File: config.mk
export PLATFORM = sky130hd
export DESIGN_NAME = mult_div_unit
export DESIGN_NICKNAME = d
export VERILOG_FILES = /design/src/rtl/mult_div_unit.sv
export SDC_FILE = /design/constraint.sdc
export NUM_CORES = 1
export LEC_CHECK = 0
export CORE_AREA = 2 2 260 262
export CTS_CLUSTER_DIAMETER = 60
export DETAILED_ROUTE_END_ITERATION = 16
export DIE_AREA = 0 0 262 264
export GPL_ROUTABILITY_DRIVEN = 1
export SETUP_SLACK_MARGIN = 0.4
export SYNTH_ARGS = -nofsm -noshare
export SYNTH_HDL_FRONTEND = slang
export SYNTH_SLANG_ARGS = --single-unit
export TNS_END_PERCENT = 10
File: constraint.sdc
create_clock -name CLK -period 5.36 [get_ports CLK]
set_clock_uncertainty 0.05 [all_clocks]
set_input_delay 1.608 -clock CLK [delete_from_list [all_inputs] [get_ports CLK]]
set_output_delay 1.608 -clock CLK [all_outputs]
set_load 0.05 [all_outputs]
File: src/rtl/mult_div_unit.sv
// Iterative HI/LO multiply/divide unit: 32 shift-add or restoring
// shift-subtract steps, then a sign-fix cycle that writes HI/LO.
module mult_div_unit #(
    parameter int WIDTH = 32
) (
    input  logic             CLK,
    input  logic             RST,
    input  logic             start,
    input  logic [1:0]       op,
    input  logic [WIDTH-1:0] operandA,
    input  logic [WIDTH-1:0] operandB,
    input  logic             hiWrite,
    input  logic             loWrite,
    output logic             busy,
    output logic             done,
    output logic [WIDTH-1:0] hi,
    output logic [WIDTH-1:0] lo
);

    localparam int CW = $clog2(WIDTH);

    typedef enum logic [1:0] {
        S_IDLE,
        S_RUN,
        S_FIX
    } state_t;

    state_t             state_q, state_d;
    logic [CW-1:0]      cnt_q, cnt_d;
    logic [2*WIDTH-1:0] acc_q, acc_d;
    logic [WIDTH-1:0]   m_q, m_d;
    logic [WIDTH-1:0]   a_raw_q, a_raw_d;
    logic               is_div_q, is_div_d;
    logic               neg_q, neg_d;
    logic               neg_r_q, neg_r_d;
    logic               div0_q, div0_d;
    logic [WIDTH-1:0]   hi_q, hi_d;
    logic [WIDTH-1:0]   lo_q, lo_d;
    logic               done_q, done_d;

    logic               a_neg, b_neg;
    logic [WIDTH-1:0]   a_mag, b_mag;
    logic [WIDTH:0]     mul_sum;
    logic [WIDTH+1:0]   div_trial;
    logic [2*WIDTH-1:0] mul_next, div_next;
    logic [2*WIDTH-1:0] prod_neg;
    logic [WIDTH-1:0]   q_mag, r_mag;

    // op[0] selects unsigned; signed ops work on magnitudes.
    assign a_neg = ~op[0] & operandA[WIDTH-1];
    assign b_neg = ~op[0] & operandB[WIDTH-1];
    assign a_mag = a_neg ? -operandA : operandA;
    assign b_mag = b_neg ? -operandB : operandB;

    assign mul_sum  = {1'b0, acc_q[2*WIDTH-1:WIDTH]}
                    + (acc_q[0] ? {1'b0, m_q} : '0);
    assign mul_next = {mul_sum, acc_q[WIDTH-1:1]};

    // {rem, quo}: shift the next dividend bit into rem, then try to subtract.
    assign div_trial = {1'b0, acc_q[2*WIDTH-1:WIDTH-1]}
                     - {2'b00, m_q};
    assign div_next  = div_trial[WIDTH+1]
                     ? {acc_q[2*WIDTH-2:0], 1'b0}
                     : {div_trial[WIDTH-1:0], acc_q[WIDTH-2:0], 1'b1};

    assign prod_neg = -acc_q;
    assign q_mag    = acc_q[WIDTH-1:0];
    assign r_mag    = acc_q[2*WIDTH-1:WIDTH];

    always_comb begin
        state_d  = state_q;
        cnt_d    = cnt_q;
        acc_d    = acc_q;
        m_d      = m_q;
        a_raw_d  = a_raw_q;
        is_div_d = is_div_q;
        neg_d    = neg_q;
        neg_r_d  = neg_r_q;
        div0_d   = div0_q;
        hi_d     = hi_q;
        lo_d     = lo_q;
        done_d   = 1'b0;

        unique case (state_q)
            S_IDLE: begin
                if (start) begin
                    state_d  = S_RUN;
                    cnt_d    = '0;
                    is_div_d = op[1];
                    m_d      = op[1] ? b_mag : a_mag;
                    acc_d    = {{WIDTH{1'b0}}, op[1] ? a_mag : b_mag};
                    a_raw_d  = operandA;
                    neg_d    = a_neg ^ b_neg;
                    neg_r_d  = a_neg;
                    div0_d   = (operandB == '0);
                end else begin
                    if (hiWrite) hi_d = operandA;
                    if (loWrite) lo_d = operandA;
                end
            end
            S_RUN: begin
                acc_d = is_div_q ? div_next : mul_next;
                cnt_d = cnt_q + 1'b1;
                if (cnt_q == CW'(WIDTH - 1)) state_d = S_FIX;
            end
            S_FIX: begin
                state_d = S_IDLE;
                done_d  = 1'b1;
                if (!is_div_q) begin
                    {hi_d, lo_d} = neg_q ? prod_neg : acc_q;
                end else if (div0_q) begin
                    hi_d = a_raw_q;
                    lo_d = '1;
                end else begin
                    lo_d = neg_q ? -q_mag : q_mag;
                    hi_d = neg_r_q ? -r_mag : r_mag;
                end
            end
            default: state_d = S_IDLE;
        endcase
    end

    always_ff @(posedge CLK) begin
        if (RST) begin
            state_q  <= S_IDLE;
            cnt_q    <= '0;
            acc_q    <= '0;
            m_q      <= '0;
            a_raw_q  <= '0;
            is_div_q <= 1'b0;
            neg_q    <= 1'b0;
            neg_r_q  <= 1'b0;
            div0_q   <= 1'b0;
            hi_q     <= '0;
            lo_q     <= '0;
            done_q   <= 1'b0;
        end else begin
            state_q  <= state_d;
            cnt_q    <= cnt_d;
            acc_q    <= acc_d;
            m_q      <= m_d;
            a_raw_q  <= a_raw_d;
            is_div_q <= is_div_d;
            neg_q    <= neg_d;
            neg_r_q  <= neg_r_d;
            div0_q   <= div0_d;
            hi_q     <= hi_d;
            lo_q     <= lo_d;
            done_q   <= done_d;
        end
    end

    assign busy = (state_q != S_IDLE);
    assign done = done_q;
    assign hi   = hi_q;
    assign lo   = lo_q;

endmodule
# [Yosys cells after proc, flatten, opt, wreduce, memory -nomap -nowiden]
# Index checks and enable logic that the tools add are counted.
[op_classes] mux=28 n_eq_ne=8 addsub=8 n_reduce_logical=10 bitwise=4
[op_table] cell="$mux W32" n=15
[op_table] cell="$mux W64" n=4
[op_table] cell="$neg A32 Y32" n=4
[op_table] cell="$pmux W32 S2" n=2
[op_table] cell="$pmux W64 S2" n=1
[op_table] cell="$neg A64 Y64" n=1
[op_table] cell="$sub A33 B32 Y34" n=1
[op_table] cell="$add A32 B32 Y33" n=1
[op_table] cell="$logic_not A32 Y1" n=1
[op_table] cell="$ne A2 B2 Y1 const B" n=5
[op_table] cell="$pmux W5 S2" n=1
[op_table] cell="$reduce_and A2 Y1" n=3
[op_table] cell="$reduce_and A3 Y1" n=2
[op_table] cell="$reduce_bool A2 Y1" n=3
[op_table] cell="$add A5 B1 Y5 const B" n=1
[op_table] cell="$eq A5 B5 Y1 const B" n=1
[op_table] cell="$mux W5" n=1
[op_table] cell="$mux W2" n=2
[op_table] cell="$pmux W2 S2" n=1
[op_table] cell="$and A1 B1 Y1" n=2
[op_table] cell="$eq A2 B1 Y1 const B" n=1
[op_table] cell="$eq A2 B2 Y1 const B" n=1
[op_table] cell="$logic_not A2 Y1" n=1
[op_table] cell="$mux W1" n=1
[op_table] cell="2 further kinds" n=2
[word_totals] output_inout_bits=66 regBits=204 elab_cells=70 in_bits=71

# [Logic depth before layout (Yosys ltp)]
# Gate-level depths: netlist (run 1).
[depth] word_depth=6 depth_mapped=15 depth_no_buf=13

# [Worst setup path after synthesis (run 1)]
# OpenSTA, ideal clock, no wires.
[synth_path] kind="in2reg" from="in operandB[19]" to="reg acc_q[30]" path_buffers=0 arrival_time_ps=4189 path_slack_ps=984 stages=9 cell_sequence="or4_1 or4_1 or4_1 or3_1 o21ai_0 xor2_1 o22ai_1 a211oi_1 a211oi_1"
[synth_between] elab_chain_cells=5
[synth_rtl] item="from (decl)" line="11" rtl="input logic [WIDTH-1:0] operandB,"
[synth_rtl] item="$neg A32 Y32" line="53" rtl="assign b_mag = b_neg ? -operandB : operandB;"
[synth_rtl] item="$mux W32" line="53"
[synth_rtl] item="$mux W32" line="91" rtl="acc_d = {{WIDTH{1'b0}}, op[1] ? a_mag : b_mag};"
[synth_rtl] item="$mux W64" line="86" rtl="if (start) begin"
[synth_rtl] item="$pmux W64 S2" line="84" rtl="unique case (state_q)"
[synth_rtl] item="to (signal assigned)" line="127" rtl="acc_q <= '0;"
[synth_rtl] item="to (signal assigned)" line="140" rtl="acc_q <= acc_d;"
[synth_rtl] item="to (decl)" line="30" rtl="logic [2*WIDTH-1:0] acc_q, acc_d;"
# No other way between the ends. The select of a mux whose other input is x is not followed.
# A chain may end at the register's enable or synchronous reset.

# [Final worst setup path (run 1)]
[layout_path] from="in operandA[9]" to="reg acc_q[22]"
[layout_between] elab_chain_cells=5
[layout_rtl] item="from (decl)" line="10" rtl="input logic [WIDTH-1:0] operandA,"
[layout_rtl] item="$neg A32 Y32" line="52" rtl="assign a_mag = a_neg ? -operandA : operandA;"
[layout_rtl] item="$mux W32" line="52"
[layout_rtl] item="$mux W32" line="91"
[layout_rtl] item="$mux W64" line="86"
[layout_rtl] item="$pmux W64 S2" line="84"
# No other way between the ends. The select of a mux whose other input is x is not followed.

==> results.cfg, run 1 <==
[outcome]
status = finished, final reports clean

[setup_path]
critical-path-top-delay-family = simple AND/OR/NAND/NOR gates
crit_arrival_ns = 5.09
cp-start-kind = input pin
rr_startpoint = acc_q[0]
path_cells = clkdlybuf4s50_1 -> buf_4 -> nor4_1 -> nor2b_1 -> and2_1 -> nand2_1 -> o21ai_0 -> xor2_1 -> o22ai_1 -> a211oi_1 -> a211oi_1
reg2reg_depth = 13
cp_slowest_cell = nor4_1
path_depth = 11
crit_path_max_fanout = 7
cpMostUsedCell = a211oi_1
crit_type = in -> reg
cp.buffers_inverters = 2
end_kind = flop
r2r_end = acc_q[59]
r2r_slack_ns = 1.16
cp-startpoint = operandA[9]
crit_required_ns = 5.73
critical_path.max_stage_delay_ns = 1.16
crit_end = acc_q[22]

[finish]
nets = 2450
area_growth_pct = 19.2
drive_gt1_share_pct = 6.49
multiInputGateArea_um2 = 11400
regArea_um2 = 4090
fillers = 7207

[grt]
grt_first_pass_wirelength_um = 104000
gr-total-overflow = 0
groute.usage.overall_pct = 19.5
grt_pass1_vias = 16500
antenna_found_initial = 3
grt_start_max_net_pins = 128

[clocking]
cts.sinks = 204
cts_tree = yes
cts_made_buffers = 29
clockBufferDepth = 3
hold_buffers = 0
clk_latency_ns = 0.58
cts_root_buf = clkbuf_16
cts-resized-gates = 0
cts_setup_buffers = 0
cts.htree.levels = 1
cts.clk_slew.worst_paths_ns = 0.05

[routing]
drt_wl_total_um = 69300
drt_iter0_drc = 1792
drtAntennaViolNets = 0
avgRoutedWirePerCell_um = 21.6
vias_per_cell = 5.50
drc = 0
drt_pre_antenna_iters = 7
vias = 17600

[timing]
clock.fmax_mhz = 212
finalMaxSlewViolations = 0
period_needed_ns = 4.72
finalSetupViolCount = 0
hold_violations = 0
post-route-period-util_pct = 88.1
worst_pin_slew_ns = 1.38
relSlewSlack_pct = 7.39
rsz0062_at_grt = no
tns_ns = 0

[min_path]
hp-class = reg -> reg
hold_depth = 2

[yosys]
synth_area_leaders = dfxtp_1 25%, a21oi_1 7.1%, nand2_1 6.5%
yosysWarnings = 0
synth-edff-count = 0
postSynthCellCount = 2266
yosys.area.top_type = dfxtp_1
netlist_area_um2 = 16500
synth_most_common_cell = nand2_1
yosys-top-cells-count = 287 x nand2_1, 235 x a21oi_1, 204 x dfxtp_1
yosys.area.top_type_share_pct = 24.8
synth.avg_cell_area_um2 = 7.26
ys_async_sr_fraction_pct = 0
synth_cell_types = 75
synth_seq_area_share_pct = 24.8
ys_seq_elements = 204
ys.flop_type = dfxtp_1
syn_nets = 2409

[power]
finalPower_mw = 4.92
switching_power_mw = 1.79
p_leak_nw = 7.26
clkPwrFrac_pct = 36.5
pwr-share-seq_pct = 35.4
p_int_mw = 3.13
ir_worst_vdd_mv = 0.218
pwr-share-comb_pct = 28.1
power.share.switching_pct = 36.4
powerDensity_nw_per_um2 = 251

[placed_design]
routabilityCongestion = 0.962
io_buffers = 136
dp_hpwl_um = 52200

[floorplan]
die_y_um = 264
ios = 137
coreArea_um2 = 66600
fp.dieW_um = 262
start_util_pct = 24.7
fp.dieArea_um2 = 69200
rows = 95

[job]
drv_cap = 0
## final cells by class
type | instances | area share, %
Multi-Input combinational cell | 1805 | 58.3
Sequential cell | 204 | 20.9
Timing Repair Buffer | 203 | 9.60
Tap cell | 873 | 5.57
Clock buffer | 39 | 3.94
Inverter | 64 | 1.23
Clock inverter | 13 | 0.472
Antenna cell | 4 | 0.0511
## metal layers
layer  global-route usage [%]  share of wire, %  up-vias
li1                         -                 -     8336
met1                     25.6                42     8362
met2                     30.6                45      742
met3                     3.17               7.7      182
met4                     9.96               6.0        2
met5                        0             0.016        -
## kinds of logic (layout without fill, tap and decap cells)
kind of cell,count (synthesis),after routing,synth area share [%]
AOI/OAI and AO/OA,755,755,29.8
and+or+nand+nor,728,728,20.0
buffers and inverters,257,319,5.99
DFF,204,204,24.8
xor gates and xnor gates,196,196,10.4
adders and majority gates,72,72,5.57
muxes,54,54,3.35
other,0,4,0
## how the worst min path moves through the flow
stage | slack, ns | endpoint | start
floorplan | 0.38 | cnt_q[3] | cnt_q[3]
finish | 0.40 | m_q[14] | m_q[14]
detailed placement | 0.39 | hi[26] | hi[26]
global route | 0.42 | a_raw_q[11] | a_raw_q[11]
CTS | 0.40 | m_q[21] | m_q[21]
global placement | 0.39 | a_raw_q[29] | a_raw_q[29]
## flip-flops by register name, indices dropped and copies added, names as in the netlist
| name | flops |
|---|---|
| a_raw_q | 32 |
| acc_q | 64 |
| cnt_q | 5 |
| div0_q | 1 |
| done | 1 |
| hi | 32 |
| is_div_q | 1 |
| lo | 32 |
| m_q | 32 |
| neg_q | 1 |
| neg_r_q | 1 |
| state_q | 2 |
## cell usage in the layout (no fill, tap or decap), types with 66 or more instances in the layout
| cell type | synthesis | final |
|---|---|---|
| dfxtp_1 | 204 | 202 |
| nand2_1 | 287 | 287 |
| buf_4 | 0 | 66 |
| ha_1 | 70 | 70 |
| nor2_1 | 203 | 200 |
| clkdlybuf4s50_1 | 0 | 134 |
| a211oi_1 | 70 | 70 |
| o21ai_0 | 143 | 143 |
| a21oi_1 | 235 | 234 |
| xor2_1 | 83 | 83 |
| xnor2_1 | 113 | 113 |
## stage by stage
step	worst slack, ns	hold WS, ns	instances	cell area [um2]	util [%]
6_report	0.638	0.400	3205	19600	29.5
5_1_grt	0.491	0.420	3201	19600	29.4
3_5_place_dp	0.115	0.395	3149	18700	28.1
3_3_place_gp	0.179	0.389	3149	18700	28.1
4_1_cts	0.720	0.403	3201	19600	29.4
2_1_floorplan	0.984	0.379	2266	16500	-
## worst register-to-register path, stage by stage (launching register included)
cell and delay, ns:
dfxtp_1 0.59, and2_1 0.20, ha_1 0.20, inv_1 0.07
fa_1 0.39, nand2b_1 0.21, a21oi_1 0.35, o21ai_0 0.28
a31oi_1 0.46, a211oi_1 0.20, o31ai_1 0.60, mux2i_1 0.17
a32oi_1 0.26, a21oi_1 0.06
## power by group through the flow
| stage | clock network (mW) | logic [mW] | registers, mW |
|---|---|---|---|
| global route | 1.87 | 1.49 | 1.75 |
| finish | 1.80 | 1.38 | 1.74 |
| global placement | 0 | 1.36 | 1.77 |
| detailed placement | 0 | 1.36 | 1.77 |
| CTS | 1.81 | 1.36 | 1.74 |
| floorplan | 0 | 0.857 | 1.78 |
Note: power is estimated with default switching activity, not from simulation.
==> run 2, diff against run 1 <==
Settings changed: CAP_MARGIN from default to 20, CTS_BUF_LIST from default to sky130_fd_sc_hd__clkbuf_4 sky130_fd_sc_hd__clkbuf_8.
Clock period 5.36 ns to 4.4 ns, I/O delays scaled along.
==> run 2 against run 1 <==
Effect of this change: utilization grew 0.71 points; sequential share of layout area decreased by 0.49 points; first-iteration DRC count is 9.8% higher; critical path type unchanged; clock-buffer cell count is 25 higher; routed wire length up 1.2%; critical endpoint is now acc_q[30]; worst setup slack worse by 0.28 ns; largest power group is now registers.
==> results.cfg, run 2 (synthesis gave the netlist of run 1 again) <==
[clocking]
cts.htree.levels = 2
clockBufferDepth = 3
cts.clk_slew.worst_paths_ns = 0.06
clk_latency_ns = 0.62
cts_made_buffers = 40
cts_root_buf = clkbuf_8
cts.sinks = 204
cts_tree = yes

[placed_design]
io_buffers = 136
dpl_cell_area_um2 = 19200
dp_hpwl_um = 53000
routabilityCongestion = 0.960

[grt]
grt_pass1_vias = 16700
groute.usage.overall_pct = 19.9
grt_first_pass_wirelength_um = 106000
antenna_found_initial = 1
gr-total-overflow = 0
grt_start_max_net_pins = 137

[floorplan]
start_util_pct = 24.7
rows = 95
ios = 137
die_y_um = 264
coreArea_um2 = 66600
fp.dieW_um = 262
fp.dieArea_um2 = 69200

[power]
powerDensity_nw_per_um2 = 295
clkPwrFrac_pct = 34.6
power.share.switching_pct = 36.7
pwr-share-comb_pct = 29.9
pwr-share-seq_pct = 35.5
p_int_mw = 3.75
ir_worst_vdd_mv = 0.166
switching_power_mw = 2.17
p_leak_nw = 7.62

[setup_path]
crit_required_ns = 4.80
cp-start-kind = input pin
r2r_slack_ns = 0.49
end_kind = flop
rr_startpoint = acc_q[0]
r2r_end = acc_q[55]
critical_path.max_stage_delay_ns = 0.54
crit_type = in -> reg
reg2reg_depth = 12
crit_path_max_fanout = 3
cp-startpoint = operandB[19]
crit_arrival_ns = 4.44
path_cells = clkdlybuf4s50_1 -> or4_4 -> or4_4 -> or4_1 -> or3_4 -> o21ai_2 -> xor2_1 -> o22ai_1 -> a211oi_1 -> a211oi_1
crit_end = acc_q[30]
cp_slowest_cell = or4_4

[routing]
drc = 0
drtAntennaViolNets = 0
drt_iter0_drc = 1967
drt_pre_antenna_iters = 5
vias = 17900
drt_wl_total_um = 70200
avgRoutedWirePerCell_um = 21.4
vias_per_cell = 5.46

[outcome]
status = finished, final reports clean

[finish]
nets = 2525
final_common_cell = nand2_1
top_register = acc_q
area_growth_pct = 22.1
largest_reg_flops = 64
final_cell_mix = 287 x nand2_1, 234 x a21oi_1, 202 x dfxtp_1, 200 x nor2_1, 142 x o21ai_0
drive_gt1_share_pct = 10.3
postLayoutCellArea_um2 = 20100
antenna_cells = 0

[job]
drv_cap = 0

[timing]
tns_ns = 0
rsz0062_at_grt = yes
post-route-period-util_pct = 91.8
clock.fmax_mhz = 247
hold_violations = 0
fin_hold_ws_ns = 0.402
worst_pin_slew_ns = 0.896
finalSetupViolCount = 0
relSlewSlack_pct = 40.3
period_needed_ns = 4.04
finalMaxSlewViolations = 0

[min_path]
worstHoldStart = a_raw_q[23]
hp-class = reg -> reg
[run 2: cell types whose count changed in the layout (fill, tap and decap cells not counted), sizes merged]
cell	previous run	this run
clkinv	7	4
clkinvlp	2	1
diode	4	0
buf	69	133
clkbuf	39	64
inv	68	64
[run 2: how the worst min path moves through the flow]
stage	endpoint	slack [ns]	depth (start not counted)
after floorplan	cnt_q[3]	0.38	1
after global placement	m_q[7]	0.39	2
after detailed placement	lo[29]	0.39	2
after CTS	m_q[6]	0.40	2
after global routing	a_raw_q[23]	0.42	2
final	a_raw_q[23]	0.40	2
[run 2: routing by layer]
layer	global-route usage (%)	up-vias	wire, um
met2	31.3	738	31800
met3	3.26	132	5230
li1	-	8491	-
met4	8.05	2	3090
met5	0	-	13
met1	26.8	8565	30000
[run 2: worst max-delay path, delay by kind of cell]
kind	cells	cell delay (ns)
and+or+nand+nor	4	1.95
AOI/OAI and AO/OA	4	0.52
buffers and inverters	1	0.43
xor gates and xnor gates	1	0.21
[run 2: what timing repair did]
| item | 4_1_cts | 5_1_grt |
|---|---|---|
| resized for setup | 2 | 4 |
| setup buffers | 0 | 0 |
| gates cloned | 0 | 0 |
| endpoints found under the setup margin | 1 | 13 |
| pin swaps | 1 | 0 |
| hold buffers | 0 | 0 |
[run 2: final cells by class]
type                            instances  area, um2
Fill cell                            7293      46500
Multi-Input combinational cell       1805      11500
Sequential cell                       204       4090
Timing Repair Buffer                  267       2370
Tap cell                              873       1090
Clock buffer                           64        787
Inverter                               64        240
Clock inverter                          5       31.3
[run 2: stage by stage]
step,worst slack [ns],cells,utilization (%),power [mW]
finish,0.360,3282,30.2,5.92
global route,0.272,3282,30.2,6.16
CTS,0.408,3282,30.1,5.91
detailed placement,-0.223,3213,28.9,3.87
global placement,-0.208,3213,28.9,3.87
floorplan,0.402,2266,-,3.22
[run 2: power by group through the flow]
| stage | Sequential [mW] | Clock (mW) | Combinational (mW) |
|---|---|---|---|
| floorplan | 2.17 | 0 | 1.04 |
| global placement | 2.14 | 0 | 1.73 |
| detailed placement | 2.14 | 0 | 1.73 |
| CTS | 2.10 | 2.07 | 1.74 |
| global route | 2.11 | 2.15 | 1.90 |
| finish | 2.10 | 2.05 | 1.77 |
